--- src/rtl/serial_nibble_receiver_if.sv ---
// ---------------------------------------------------------------------------
// serial_nibble_receiver_if
//   Bundles the serial input, the parallel valid/ready output port and the
//   error pulses of the serial nibble receiver.
//
//   Parameter
//     WIDTH       data bits per frame
//   Signals
//     sin         serial data bit, line idles at 1
//     sin_en      bit strobe, sin is sampled only when 1
//     dout        received word, dout[0] is the first data bit received
//     dout_valid  dout holds an unconsumed word
//     dout_ready  consumer accepts dout when dout_valid & dout_ready
//     framing_err one-cycle pulse, stop bit sampled as 0
//     overrun     one-cycle pulse, completed frame dropped (holding full)
//     parity_err  one-cycle pulse, parity mismatch (0 without PARITY_EN)
//   Modports
//     master      the receiver itself (drives the word and the flags)
//     slave       the environment (drives the serial line and dout_ready)
// ---------------------------------------------------------------------------
interface serial_nibble_receiver_if #(
    parameter int WIDTH = 4
);
    logic             sin;
    logic             sin_en;
    logic [WIDTH-1:0] dout;
    logic             dout_valid;
    logic             dout_ready;
    logic             framing_err;
    logic             overrun;
    logic             parity_err;

    modport master (
        input  sin,
        input  sin_en,
        input  dout_ready,
        output dout,
        output dout_valid,
        output framing_err,
        output overrun,
        output parity_err
    );

    modport slave (
        output sin,
        output sin_en,
        output dout_ready,
        input  dout,
        input  dout_valid,
        input  framing_err,
        input  overrun,
        input  parity_err
    );
endinterface

--- src/rtl/serial_nibble_receiver.sv ---
// ---------------------------------------------------------------------------
// serial_nibble_receiver
//   Serial-to-parallel receive stage. Frames of the form
//   start(0), WIDTH data bits LSB-first, [even parity bit], stop(1) are
//   sampled one bit per sin_en strobe, reassembled, and presented on a
//   valid/ready port. Framing errors, parity errors and overruns are
//   reported as registered one-cycle pulses.
//
//   Optional feature macro: PARITY_EN
//     defined   -> a parity bit (XOR of the data bits) follows the data
//     undefined -> no parity bit, parity_err tied to 0
//
//   Ports
//     clk   system clock, rising edge
//     rst   synchronous active-high reset
//     bus   serial_nibble_receiver_if.master (see interface header)
// ---------------------------------------------------------------------------
module serial_nibble_receiver #(
    parameter int WIDTH = 4
) (
    input  logic                      clk,
    input  logic                      rst,
    serial_nibble_receiver_if.master  bus
);

    localparam int                 CNT_W    = (WIDTH > 2) ? $clog2(WIDTH) : 1;
    localparam logic [CNT_W-1:0]   LAST_BIT = CNT_W'(WIDTH - 1);

    typedef enum logic [1:0] {
        IDLE   = 2'd0,
        DATA   = 2'd1,
`ifdef PARITY_EN
        PARITY = 2'd2,
`endif
        STOP   = 2'd3
    } state_t;

`ifdef PARITY_EN
    // Even parity: the transmitted bit equals the XOR of the data bits.
    function automatic logic even_parity(input logic [WIDTH-1:0] data);
        return ^data;
    endfunction
`endif

    // Frame assembly state
    state_t           state_r;
    state_t           state_s;
    logic [CNT_W-1:0] cnt_r;
    logic [CNT_W-1:0] cnt_s;
    logic [WIDTH-1:0] shift_r;
    logic [WIDTH-1:0] shift_s;
`ifdef PARITY_EN
    logic             par_bad_r;
    logic             par_bad_s;
    logic             parity_err_r;
    logic             parity_err_s;
`endif

    // Stop-strobe outcome
    logic             frame_ok_s;
    logic             frame_bad_stop_s;

    // Holding register and flags
    logic [WIDTH-1:0] dout_r;
    logic [WIDTH-1:0] dout_s;
    logic             dout_valid_r;
    logic             dout_valid_s;
    logic             framing_err_r;
    logic             framing_err_s;
    logic             overrun_r;
    logic             overrun_s;

    // Next-state logic: the FSM and the assembly register only move on strobes.
    always_comb begin
        state_s          = state_r;
        cnt_s            = cnt_r;
        shift_s          = shift_r;
        frame_ok_s       = 1'b0;
        frame_bad_stop_s = 1'b0;
`ifdef PARITY_EN
        par_bad_s        = par_bad_r;
        parity_err_s     = 1'b0;
`endif
        if (bus.sin_en) begin
            case (state_r)
                IDLE: begin
                    if (bus.sin == 1'b0) begin
                        state_s = DATA;
                        cnt_s   = {CNT_W{1'b0}};
`ifdef PARITY_EN
                        par_bad_s = 1'b0;
`endif
                    end else begin
                        state_s = IDLE;
                    end
                end
                DATA: begin
                    // LSB arrives first, so shifting right leaves it in bit 0.
                    shift_s = {bus.sin, shift_r[WIDTH-1:1]};
                    if (cnt_r == LAST_BIT) begin
                        cnt_s = {CNT_W{1'b0}};
`ifdef PARITY_EN
                        state_s = PARITY;
`else
                        state_s = STOP;
`endif
                    end else begin
                        cnt_s = cnt_r + {{(CNT_W-1){1'b0}}, 1'b1};
                    end
                end
`ifdef PARITY_EN
                PARITY: begin
                    par_bad_s = (bus.sin != even_parity(shift_r));
                    state_s   = STOP;
                end
`endif
                STOP: begin
                    state_s = IDLE;
                    // A bad stop bit wins over a parity mismatch.
                    if (bus.sin == 1'b0) begin
                        frame_bad_stop_s = 1'b1;
`ifdef PARITY_EN
                    end else if (par_bad_r) begin
                        parity_err_s = 1'b1;
`endif
                    end else begin
                        frame_ok_s = 1'b1;
                    end
                end
                default: begin
                    state_s = IDLE;
                    cnt_s   = {CNT_W{1'b0}};
                end
            endcase
        end else begin
            state_s = state_r;
        end
    end

    // Holding register: load when empty or draining this cycle, else overrun.
    always_comb begin
        dout_s        = dout_r;
        dout_valid_s  = dout_valid_r;
        overrun_s     = 1'b0;
        framing_err_s = frame_bad_stop_s;
        if (frame_ok_s && (!dout_valid_r || bus.dout_ready)) begin
            dout_s       = shift_r;
            dout_valid_s = 1'b1;
        end else if (frame_ok_s) begin
            overrun_s = 1'b1;
        end else if (dout_valid_r && bus.dout_ready) begin
            dout_valid_s = 1'b0;
        end else begin
            dout_valid_s = dout_valid_r;
        end
    end

    // FSM and assembly registers.
    always_ff @(posedge clk) begin
        if (rst) begin
            state_r <= IDLE;
            cnt_r   <= {CNT_W{1'b0}};
            shift_r <= {WIDTH{1'b0}};
`ifdef PARITY_EN
            par_bad_r <= 1'b0;
`endif
        end else begin
            state_r <= state_s;
            cnt_r   <= cnt_s;
            shift_r <= shift_s;
`ifdef PARITY_EN
            par_bad_r <= par_bad_s;
`endif
        end
    end

    // Output registers: word, valid and the error pulses.
    always_ff @(posedge clk) begin
        if (rst) begin
            dout_r        <= {WIDTH{1'b0}};
            dout_valid_r  <= 1'b0;
            framing_err_r <= 1'b0;
            overrun_r     <= 1'b0;
`ifdef PARITY_EN
            parity_err_r  <= 1'b0;
`endif
        end else begin
            dout_r        <= dout_s;
            dout_valid_r  <= dout_valid_s;
            framing_err_r <= framing_err_s;
            overrun_r     <= overrun_s;
`ifdef PARITY_EN
            parity_err_r  <= parity_err_s;
`endif
        end
    end

    assign bus.dout        = dout_r;
    assign bus.dout_valid  = dout_valid_r;
    assign bus.framing_err = framing_err_r;
    assign bus.overrun     = overrun_r;
`ifdef PARITY_EN
    assign bus.parity_err  = parity_err_r;
`else
    assign bus.parity_err  = 1'b0;
`endif

endmodule
--- src/flat_wrapper.sv ---
// flat-port wrapper written by rule: the top's interface ports become plain ports
module serial_nibble_receiver_flat 
#(
    parameter int WIDTH = 4
)
  (clk, rst, bus_sin, bus_sin_en, bus_dout_ready, bus_dout, bus_dout_valid, bus_framing_err, bus_overrun, bus_parity_err);
  serial_nibble_receiver_if #(.WIDTH(WIDTH)) bus_i ();
  input  logic clk;
  input  logic rst;
  input wire logic [$bits(bus_i.sin)-1:0] bus_sin;
  input wire logic [$bits(bus_i.sin_en)-1:0] bus_sin_en;
  input wire logic [$bits(bus_i.dout_ready)-1:0] bus_dout_ready;
  output wire logic [$bits(bus_i.dout)-1:0] bus_dout;
  output wire logic [$bits(bus_i.dout_valid)-1:0] bus_dout_valid;
  output wire logic [$bits(bus_i.framing_err)-1:0] bus_framing_err;
  output wire logic [$bits(bus_i.overrun)-1:0] bus_overrun;
  output wire logic [$bits(bus_i.parity_err)-1:0] bus_parity_err;
  assign bus_i.sin = bus_sin;
  assign bus_i.sin_en = bus_sin_en;
  assign bus_i.dout_ready = bus_dout_ready;
  assign bus_dout = bus_i.dout;
  assign bus_dout_valid = bus_i.dout_valid;
  assign bus_framing_err = bus_i.framing_err;
  assign bus_overrun = bus_i.overrun;
  assign bus_parity_err = bus_i.parity_err;
  serial_nibble_receiver #(.WIDTH(WIDTH)) u_core (.clk(clk), .rst(rst), .bus(bus_i));
endmodule
--- config.mk ---
export PLATFORM = sky130hd
export DESIGN_NAME = serial_nibble_receiver_flat
export DESIGN_NICKNAME = d
export VERILOG_FILES = /design/src/rtl/serial_nibble_receiver_if.sv /design/src/rtl/serial_nibble_receiver.sv /design/src/flat_wrapper.sv
export SDC_FILE = /design/constraint.sdc
export NUM_CORES = 1
export LEC_CHECK = 0
export BUFFER_PORTS_ARGS = -buffer_cell sky130_fd_sc_hd__buf_2
export CORE_MARGIN = 5
export CORE_UTILIZATION = 43
export DETAILED_ROUTE_END_ITERATION = 8
export GPL_ROUTABILITY_DRIVEN = 0
export SYNTH_ARGS = -nofsm -noshare
export SYNTH_HDL_FRONTEND = slang
export SYNTH_SLANG_ARGS = --single-unit
--- constraint.sdc ---
create_clock -name clk -period 1.27 [get_ports clk]
set_input_delay 0.127 -clock clk [delete_from_list [all_inputs] [get_ports clk]]
set_output_delay 0.127 -clock clk [all_outputs]
set_load 0.02 [all_outputs]
Word-level counts from Yosys, hierarchy flattened

Cells that the tools add are included.

$add $sub $neg: 1
Equal/unequal tests: 6
Mux-type cells: 14
Bitwise operators: 2
Reductions and logical operators: 12

Operators with widths:

| operator                                                                 | number |
|---|---|
| 1-bit 2-to-1 mux                                                         | 9 |
| 2-bit 2-to-1 mux                                                         | 3 |
| 2-bit case mux with 3 select lines                                       | 1 |
| 2-bit AND reduction                                                      | 3 |
| 2-bit equality test (second input constant)                              | 2 |
| 2-bit inequality test (second input constant)                            | 2 |
| 2-bit case mux with 2 select lines                                       | 1 |
| 3-bit AND reduction                                                      | 1 |
| 3-bit OR reduction                                                       | 1 |
| 2-bit by 1-bit adder with 2-bit output (second input constant)           | 1 |
| 2-bit by 1-bit equality test with 1-bit output (second input constant)   | 1 |
| 1-bit logical AND                                                        | 2 |
| 2-bit zero test                                                          | 1 |
| 2-bit by 1-bit inequality test with 1-bit output (second input constant) | 1 |
| 1-bit NOT                                                                | 2 |
| 2-bit nonzero test                                                       | 1 |
| 2-bit OR reduction                                                       | 1 |
| 1-bit zero test                                                          | 1 |
| 1-bit logical OR                                                         | 1 |

Bits in registers: 15
Bits of input ports: 5
Output and inout bits: 8
Word-level logic and storage cells: 42

Logic depth before layout (Yosys ltp)

Gate-level depths: netlist of run 1.

Depth after elaboration: 6
Mapped depth: 5
Gate-level depth less buffers: 4

Worst setup path after synthesis of run 1

OpenSTA, ideal clock, no wires.

Path type: reg2reg
Start: register u_core.state_r[0]
End: register u_core.dout_r[0] (netlist: u_core.bus.dout[0])
Library setup time: 72 ps
Arrival time: 927 ps
Required time: 1198 ps
Setup slack: 272 ps
Stages on the path, launching flop included: 6
Path buffers: 2
Period minus slack after synthesis: 998 ps
Cell sequence: dfxtp_1 -> buf_6 -> nand4_4 -> nor2b_4 -> buf_6 -> mux2i_1

Longest elaborated chain between the ends: 4

Ends and longest elaborated chain:

| item                   | RTL line                      | text |
|---|---|---|
| from (decl)            | serial_nibble_receiver.sv:46  | `state_t state_r;` |
| from (signal assigned) | serial_nibble_receiver.sv:168 | `state_r <= state_s;` |
| 2-bit equality test    | serial_nibble_receiver.sv:85  | `case (state_r)` |
| 1-bit 2-to-1 mux       | serial_nibble_receiver.sv:85  |  |
| 1-bit 2-to-1 mux       | serial_nibble_receiver.sv:84  | `if (bus.sin_en) begin` |
| 1-bit logical AND      | serial_nibble_receiver.sv:146 | `if (frame_ok_s && (!dout_valid_r \|\| bus.dout_ready)) begin` |
| to (signal assigned)   | serial_nibble_receiver.sv:180 | `dout_r <= {WIDTH{1'b0}};` |
| to (signal assigned)   | serial_nibble_receiver.sv:188 | `dout_r <= dout_s;` |
| to (decl)              | serial_nibble_receiver.sv:64  | `logic [WIDTH-1:0] dout_r;` |

Every way passes these cells.
A chain may end at the register's enable or synchronous reset.

Final worst setup path of run 1

Start: register u_core.state_r[0]
End: register u_core.state_r[1]

Longest elaborated chain between the ends: 3
Elaborated cells between the ends (all ways): 5
Those cells by class: eq/ne (2); mux (1); reduce/logical (2)

Ends and longest elaborated chain:

| item                                                              | RTL line |
|---|---|
| 2-bit by 1-bit equality test with 1-bit output                    | serial_nibble_receiver.sv:85 |
| 2-bit by 1-bit inequality test with 1-bit output (no source line) | -- |
| 2-bit AND reduction (no source line)                              | -- |

Parallel ways exist; a longest one is shown, timed or not.

==> out/results.txt, run 1 <==
status = completed
vias per inst = 4.91
# fillers = 151
Row Count = 14
Crit. Startpoint = u_core.state_r[0]$_SDFFE_PP0P_
PortBufs = 11
Root Driver = clkbuf_4
most instantiated cells after synthesis = dfxtp_1, nand2b_1, mux2i_1, nor2_1, a21oi_1
final setup vio count = 0
drt initial violations = 5
Non-Filler Instances = 93
critical path's slowest cell = dfxtp_1
Worst Path Max Fanout = 7
syn nets = 73
CTS clk-pin slew, worst paths = 80 ps
reg2reg start = u_core.state_r[0]$_SDFFE_PP0P_
Sw Pwr = 0.174 mW
TritonCTS buffer count = 3
delay-heaviest family, CP = flip-flops
diode count = 0
Worst Setup Path Type = reg -> reg
wire per inst = 11.3 µm
Synth top area share = 42.9%
storage element area = 300 µm²
DRT antenna net count = 0
worst vdd ir = 0.535 mV
FMAX = 928 MHz
Slowest Stage Delay on Critical Path = 430 ps
Initial Utilization = 46.0%
Final min period = 1080 ps
Skew-Pair Late Insertion Delay = 270 ps
Resized cells post-CTS = 0
setup bufs post-CTS = 0
R2R depth = 4
max cap viols = 0
Synth Register Bits = 15
TritonCTS clock tree = done
clock network fraction of total power = 32.4%
Layout area overhead = 8.39%
internal cell power = 0.620 mW
reg2reg end = u_core.state_r[1]$_SDFFE_PP0P_
total clock sinks = 15
Die Width = 50.4 µm
largest net degree at the start of global routing = 20
GRT Residual Overflow = 0
area leader, netlist = dfxtp_1
Ys Warns = 0
Hold-fix buffers, CTS = 0
top-count cell post-synth = dfxtp_1
# H-tree levels = 1
Worst R2R Setup Slack = 190 ps
Die H = 50.4 µm
setup TNS = 0 ps
initial antenna violation count = 0
vias in the first global route = 390
Crit. End Element = flop
WP buf/inv = 1
Final Hold Viols = 0
Power per Cell Area = 1040 mW/mm²
RSZ-0062 raised after global routing = no
dpl cells = 89
# DRC = 0
LEAKAGE = 0.346 nW
Post-Syn Instances = 67
Mapped Area = 701 µm²
main flop type after synthesis = dfxtp_1
WP data required = 1480 ps
worst-path cell chain = buf_4 -> nand3_1 -> mux2_2 -> nor2_1
Max Slew Vio Count = 0
Routed WL = 1050 µm
number of I/O pins = 13
register area share after synthesis = 42.9%
synthesized area per cell = 10.5 µm²
worst min path class = in -> reg
Max clock buf depth = 2
switch share = 21.9%
Tcrit/Tclk final = 84.9%
Final Core Density = 49.8%
critical path depth = 4
via count = 457
Startpoint Class = flop
DRT Pass-1 Iters = 2
part of the power in registers = 60.6%
core area = 0.00152 mm²
Area contributors post-synth = dfxtp_1, mux2i_1, nand2b_1
Layout Skew = 0.995 ps
NumNets Final = 84
Comb pwr share = 7.0%
Tot GR Track Use = 8.82%
worst path arrival time = 1290 ps
die area = 0.00254 mm²
Multi-input gate area = 339 µm²
layout cells sized above 1 = 28.6%
first-pass GRT wire length = 1750 µm
Post-synth EDFFs = 0
FFs w/ async S/R, synth = 0%
count of cell types in the netlist = 24
Setup crit end = u_core.state_r[1]$_SDFFE_PP0P_
-- cell families (layout without fill, tap and decap cells) --
kind of cell	after synthesis	after routing	synth area share [%]
adders and majority gates	1	1	1.79
AOI/OAI and AO/OA	8	8	6.79
muxes	9	9	13.0
other	1	1	0.535
buffers and inverters	8	18	8.75
and+or+nand+nor	25	25	26.2
DFF	15	15	42.9
-- registers in the layout, summed over array words and instances (netlist names) --
signal / count
u_core.shift_r: 4
u_core.bus.overrun: 1
u_core.bus.dout_valid: 1
u_core.bus.framing_err: 1
u_core.bus.dout: 4
u_core.cnt_r: 2
u_core.state_r: 2
-- power by group through the flow --
stage | combinational [mW] | sequential [mW] | clock, mW
5_1_grt | 0.0598 | 0.482 | 0.291
4_1_cts | 0.0552 | 0.481 | 0.272
2_1_floorplan | 0.0529 | 0.488 | 0
3_3_place_gp | 0.0545 | 0.492 | 0
6_report | 0.0557 | 0.480 | 0.257
3_5_place_dp | 0.0551 | 0.492 | 0
-- through the flow --
step                      setup WS (ps)  total power, mW  hold WS, ps  cell area (µm²)
after global placement              217            0.546          435              733
after CTS                           185            0.808          142              759
after detailed placement            209            0.547          432              733
after floorplan                     272            0.541          271              701
final                               192            0.793          150              759
after global routing                117            0.833          178              759
-- area by class of cell --
type,instances,share of cell area [%]
Timing Repair Buffer,13,9.23
Inverter,1,0.494
Sequential cell,15,39.5
Tap cell,16,2.64
Multi-Input combinational cell,44,44.6
Clock buffer,4,3.46
-- worst min-delay path, cell delays in order --
cell and delay (ps):
buf_2 70, nand2b_1 130, nor3_1 50
-- layout by cell type (no fill, tap or decap), types with 2 or more instances in the layout --
| cell type | n |
|---|---|
| a21oi_1 | 4 |
| buf_2 | 11 |
| buf_4 | 2 |
| clkbuf_4 | 3 |
| dfxtp_1 | 15 |
| mux2i_1 | 8 |
| nand2b_1 | 9 |
| nand4b_1 | 2 |
| nor2_1 | 7 |
| o21ai_1 | 2 |
-- worst min-delay path by stage --
| stage | cells past startpoint | slack, ps | start | endpoint |
|---|---|---|---|---|
| 6_report | 3 | 150 | bus_dout_ready | u_core.bus.overrun$_SDFF_PP0_ |
| 5_1_grt | 3 | 180 | bus_dout_ready | u_core.bus.overrun$_SDFF_PP0_ |
| 4_1_cts | 3 | 140 | bus_dout_ready | u_core.bus.overrun$_SDFF_PP0_ |
| 3_5_place_dp | 3 | 430 | bus_dout_ready | u_core.bus.overrun$_SDFF_PP0_ |
| 3_3_place_gp | 3 | 430 | bus_dout_ready | u_core.bus.overrun$_SDFF_PP0_ |
| 2_1_floorplan | 2 | 270 | bus_sin | u_core.shift_r[3]$_SDFFE_PP0P_ |
-- per-layer routing --
| layer | wire length, µm | track usage (%) | share of wire (%) | vias up |
|---|---|---|---|---|
| met4 | 8 | 5.11 | 0.76 | 0 |
| met2 | 436 | 11.3 | 42 | 9 |
| li1 | - | - | - | 242 |
| met5 | 0 | 0 | 0 | - |
| met1 | 523 | 12.7 | 50 | 204 |
| met3 | 80 | 2.66 | 7.6 | 2 |
No activity file was read; power rests on OpenSTA's default activity.
==> inputs of run 2 (changes only) <==
--- a/config.mk
+++ b/config.mk
@@ -10,6 +10,7 @@
 export CORE_UTILIZATION = 43
 export DETAILED_ROUTE_END_ITERATION = 8
 export GPL_ROUTABILITY_DRIVEN = 0
+export PLACE_DENSITY = 0.67
 export SYNTH_ARGS = -nofsm -noshare
 export SYNTH_HDL_FRONTEND = slang
 export SYNTH_SLANG_ARGS = --single-unit
==> constraint.sdc (replaced) <==
create_clock -name clk -period 0.9 [get_ports clk]
set_input_delay 0.09 -clock clk [delete_from_list [all_inputs] [get_ports clk]]
set_output_delay 0.09 -clock clk [all_outputs]
set_load 0.02 [all_outputs]
==> run 2 against run 1 <==
The run now ends with negative setup slack left. Hold slack worse by 24 ps. Clock skew grew 5.2 ps. Maximum frequency rose by 4.2%. Critical endpoint is now u_core.bus.dout[2]$_SDFFE_PP0P_. Die area did not move. Global-route usage rose by 1.2 points. Core utilization rose by 8.0 points. Clock power up 45%. Non-clock buffer count increased by 7. Flip-flop and latch count is the same. Register-to-register slack got worse by 330 ps. Power grew 47%.
==> out/results.txt, run 2 (synthesis results as in run 1) <==
status = complete, but fails checks
failing checks = negative setup slack
Layout area overhead = 25.9%
PortBufs = 11 (unchanged)
NumNets Final = 91 (+8.3%)
vias in the first global route = 449 (+15%)
core area = 0.00152 mm² (unchanged)
dpl hpwl = 803 µm
commonest non-fill, non-tap cells in the layout = nand2b_1, buf_4, dfxtp_1
Worst R2R Setup Slack = -130 ps (-330 ps)
max cap viols = 0 (unchanged)
# DRC = 0 (unchanged)
largest net degree at the start of global routing = 20 (unchanged)
vias per inst = 5.07 (+3.2%)
Final Hold Viols = 0 (unchanged)
Skew-Pair Late Insertion Delay = 270 ps (about the same)
drt initial violations = 5 (unchanged)
worst vdd ir = 0.456 mV (-15%)
Layout Skew = 6.24 ps (+5.25 ps)
Startpoint Class = flop
setup TNS = -984 ps (-984 ps)
Final Core Density = 57.9% (+8.0 points)
Die Width = 50.4 µm (unchanged)
DRT antenna net count = 0 (unchanged)
Worst Path Max Fanout = 5 (-2)
RSZ-0062 raised after global routing = yes
diode count = 0 (unchanged)
worst path arrival time = 1230 ps (-60 ps)
Routed WL = 1280 µm (+22%)
R2R depth = 3 (-1)
WP data required = 1100 ps (-380 ps)
hold depth = 3 (unchanged)
Power per Cell Area = 1320 mW/mm² (+26%)
TritonCTS clock tree = done
Die H = 50.4 µm (unchanged)
TritonCTS buffer count = 3 (unchanged)
layout cells sized above 1 = 46.4% (+18 points)
total power = 1.16 mW (+47%)
final setup vio count = 13 (+13)
Crit. End Element = flop
Initial Utilization = 46.0% (unchanged)
worst min path class = in -> reg
LEAKAGE = 0.385 nW (+11%)
CTS clk-pin slew, worst paths = 90 ps (about the same)
number of I/O pins = 13 (unchanged)
Max clock buf depth = 2 (unchanged)
Worst Setup Path Type = reg -> reg
Root Driver = clkbuf_4
Max Slew Vio Count = 0 (unchanged)
die area = 0.00254 mm² (unchanged)
GRT Residual Overflow = 0 (unchanged)
Tcrit/Tclk final = 115% (+30 points)
initial antenna violation count = 0 (unchanged)
Tot GR Track Use = 9.97% (+1.2 points)
wire per inst = 12.8 µm (+13%)
via count = 507 (+11%)
total clock sinks = 15 (unchanged)
Row Count = 14 (unchanged)
Final min period = 1030 ps (-43.9 ps)
FMAX = 967 MHz (+4.2%)
DRT Pass-1 Iters = 2 (unchanged)
# fillers = 124 (-18%)
# H-tree levels = 1 (unchanged)
PnR worst setup slack = -134 ps (-326 ps)
first-pass GRT wire length = 1980 µm (+13%)
-- run 2: changes by cell type in the layout (fill, tap and decap cells not counted), moves of 2 or more --
cell / delta
buf_6: +4
dfxtp_4: +2
dfxtp_1: -6
buf_2: -4
dfxtp_2: +4
buf_4: +7
-- run 2: repair_timing --
item / in CTS / in global routing
endpoints found under the setup margin: 13 / 18
setup buffers: 1 / 3
hold buffers: 0 / 0
gates resized for setup: 3 / 12
pin swaps: 1 / 5
-- run 2: per-stage QoR --
stage                     worst slack [ps]  hold slack (ps)  instance area [µm²]  instances
after floorplan                      -76.5              234                  723         67
after global routing                  -173              151                  882        100
after CTS                             -114              107                  820         97
final                                 -134              126                  882        100
after detailed placement              -142              398                  774         92
after global placement                -108              395                  774         92
-- run 2: worst max-delay path, cell delays in order, from the launching register on --
cell and delay (ps):
dfxtp_4 400, nand4_4 120, nor2b_4 200, mux2i_1 240
-- run 2: final cells by class --
type / count / area, µm² / area share (%)
sequential: 15 / 313 / 35.5
tap: 16 / 20.0 / 2.27
multi-input combinational: 44 / 372 / 42.1
timing repair buffer: 20 / 148 / 16.7
clock buffer: 4 / 26.3 / 2.98
inverter: 1 / 3.75 / 0.426
-- run 2: report_power, final --
part           switching [mW]  internal [mW]  leakage (nW)
logic                  0.0565         0.0563         0.246
registers              0.0109          0.667         0.125
clock network           0.202          0.171        0.0150
-- run 2: worst paths after layout --
check / startpoint / endpoint
max reg2reg: u_core.state_r[0]$_SDFFE_PP0P_ / u_core.bus.dout[2]$_SDFFE_PP0P_
max: u_core.state_r[0]$_SDFFE_PP0P_ / u_core.bus.dout[2]$_SDFFE_PP0P_
min reg2reg: u_core.bus.dout[1]$_SDFFE_PP0P_ / u_core.bus.dout[1]$_SDFFE_PP0P_
min: bus_dout_ready / u_core.bus.overrun$_SDFF_PP0_
-- run 2: layer usage --
| layer | global-route usage (%) | routed length (µm) |
|---|---|---|
| met4 | 2.55 | 11 |
| met2 | 16.1 | 632 |
| met5 | 0 | 0 |
| met1 | 12.2 | 544 |
| met3 | 4.14 | 90 |
==> inputs of run 3 (changes only) <==
--- a/config.mk
+++ b/config.mk
@@ -7,10 +7,10 @@
 export LEC_CHECK = 0
 export BUFFER_PORTS_ARGS = -buffer_cell sky130_fd_sc_hd__buf_2
 export CORE_MARGIN = 5
-export CORE_UTILIZATION = 43
+export CORE_UTILIZATION = 35
 export DETAILED_ROUTE_END_ITERATION = 8
 export GPL_ROUTABILITY_DRIVEN = 0
-export PLACE_DENSITY = 0.67
 export SYNTH_ARGS = -nofsm -noshare
 export SYNTH_HDL_FRONTEND = slang
 export SYNTH_SLANG_ARGS = --single-unit
+export TNS_END_PERCENT = 1
==> constraint.sdc (replaced) <==
create_clock -name clk -period 1.27 [get_ports clk]
set_input_delay 0.127 -clock clk [delete_from_list [all_inputs] [get_ports clk]]
set_output_delay 0.127 -clock clk [all_outputs]
set_load 0.02 [all_outputs]
==> run 3 against run 2 <==
The flow now finishes without violations. Clock power fell by 28%. Die area rose by 18%. Non-clock buffer count fell by 7. Worst setup slack improved by 320 ps. Wire length fell by 17%. Combinational power fell by 52%. Power fell by 31%. Register-to-register slack improved by 320 ps. Largest cell class unchanged. Largest power group unchanged.
==> out/results.txt, run 3 (synthesis results as in run 1) <==
first-pass GRT wire length = 1760 µm (-11%)
Layout area overhead = 10.4%
Final min period = 1090 ps (+53.4 ps)
setup bufs post-CTS = 0 (-1)
Crit. End Element = flop
setup TNS = 0 ps (+984 ps)
Die Width = 54.7 µm (+8.7%)
# DRC = 0 (unchanged)
Skew-Pair Late Insertion Delay = 290 ps (+20 ps)
TritonCTS buffer count = 3 (unchanged)
Worst R2R Setup Slack = 180 ps (+320 ps)
Startpoint Class = flop
final setup vio count = 0 (-13)
Layout Skew = 11.0 ps (+4.77 ps)
worst hold start = bus_dout_ready
Crit. Startpoint = u_core.state_r[0]$_SDFFE_PP0P_
largest net degree at the start of global routing = 20 (unchanged)
NumNets Final = 84 (-7.7%)
Initial Utilization = 36.1% (-9.9 points)
PortBufs = 11 (unchanged)
Power per Cell Area = 1040 mW/mm² (-21%)
commonest non-fill, non-tap cells in the layout = dfxtp_1, buf_2, nand2b_1
RSZ-0062 raised after global routing = no
Resized cells post-CTS = 0 (-3)
DRT antenna net count = 0 (unchanged)
diode count = 0 (unchanged)
Max Slew Vio Count = 0 (unchanged)
TritonCTS clock tree = done
LEAKAGE = 0.346 nW (-10%)
WP data required = 1510 ps (+410 ps)
layout cells sized above 1 = 28.6% (-18 points)
via count = 460 (-9.3%)
FMAX = 919 MHz (-4.9%)
Hold Path Sink = u_core.bus.overrun$_SDFF_PP0_
GRT Residual Overflow = 0 (unchanged)
wire per inst = 10.2 µm (-21%)
vias in the first global route = 423 (-5.8%)
dpl hpwl = 787 µm (-2.0%)
number of I/O pins = 13 (unchanged)
die area = 0.00300 mm² (+18%)
worst min path class = in -> reg
Row Count = 16 (+2)
CTS clk-pin slew, worst paths = 90 ps (about the same)
dpl cells = 100 (+8.7%)
# H-tree levels = 1 (unchanged)
status = completed
reg2reg end = u_core.state_r[1]$_SDFFE_PP0P_
vias per inst = 4.42 (-13%)
drt initial violations = 0 (-5)
Hold-fix buffers, CTS = 0 (unchanged)
total clock sinks = 15 (unchanged)
worst vdd ir = 0.469 mV (+2.7%)
DRT Pass-1 Iters = 1 (-1)
initial antenna violation count = 0 (unchanged)
worst path arrival time = 1320 ps (+90 ps)
Non-Filler Instances = 104 (+4.0%)
Root Driver = clkbuf_4
Max clock buf depth = 2 (unchanged)
Routed WL = 1060 µm (-17%)
Tcrit/Tclk final = 85.6% (-29 points)
Final Hold Viols = 0 (unchanged)
Worst Setup Path Type = reg -> reg
hold depth = 3 (unchanged)
R2R depth = 4 (+1)
core area = 0.00194 mm² (+27%)
max cap viols = 0 (unchanged)
Tot GR Track Use = 8.84% (-1.1 points)
Worst Path Max Fanout = 7 (+2)
Die H = 54.7 µm (+8.7%)
reg2reg start = u_core.state_r[0]$_SDFFE_PP0P_
commonest non-fill, non-tap cell in the layout = dfxtp_1
Final Core Density = 39.8% (-18 points)
[run 3: cell count changes in the layout (fill, tap and decap cells not counted), moves of 2 or more]
cell | previous run | this run
buf_2 | 7 | 11
buf_4 | 9 | 2
buf_6 | 4 | 0
dfxtp_4 | 2 | 0
dfxtp_2 | 4 | 0
dfxtp_1 | 9 | 15
[run 3: cell type report]
cell class              instances  area, µm²
fillers                       211       1170
clock buffers                   4       26.3
repair buffers                 13       70.1
multi-input cells              44        339
inverters                       1       3.75
flip-flops and latches         15        300
well taps                      27       33.8
[run 3: power breakdown]
part           switching (mW)  internal, mW  total [mW]
Sequential            0.00555         0.475       0.481
Combinational          0.0314        0.0232      0.0546
Clock                   0.148         0.122       0.270
[run 3: layer usage]
layer | track usage [%] | up-vias | share of wire (%)
li1 | - | 244 | -
met1 | 9.80 | 204 | 44
met2 | 12.6 | 9 | 46
met3 | 3.27 | 3 | 6.9
met4 | 8.71 | 0 | 2.9
met5 | 0 | - | 0
[run 3: worst max-delay path, cell delays in order (launching register included)]
cell     delay, ps
dfxtp_1        440
buf_4          190
nand3_1         70
mux2_2         270
nor2_1          70
[run 3: how the worst max path moves through the flow]
stage                                      endpoint  slack (ps)  cells after the start
floorplan           u_core.bus.dout[0]$_SDFFE_PP0P_         270                      5
detailed placement   u_core.state_r[1]$_SDFFE_PP0P_         200                      4
global placement     u_core.state_r[1]$_SDFFE_PP0P_         210                      4
finish               u_core.state_r[1]$_SDFFE_PP0P_         180                      4
CTS                  u_core.state_r[1]$_SDFFE_PP0P_         170                      4
global route         u_core.state_r[1]$_SDFFE_PP0P_         110                      4
[run 3: metrics by stage]
stage	worst slack (ps)	hold slack (ps)	cell area [µm²]	power [mW]
final	182	148	773	0.805
after CTS	172	141	773	0.822
after global placement	209	432	747	0.546
after floorplan	272	271	701	0.541
after detailed placement	200	446	747	0.546
after global routing	105	165	773	0.844
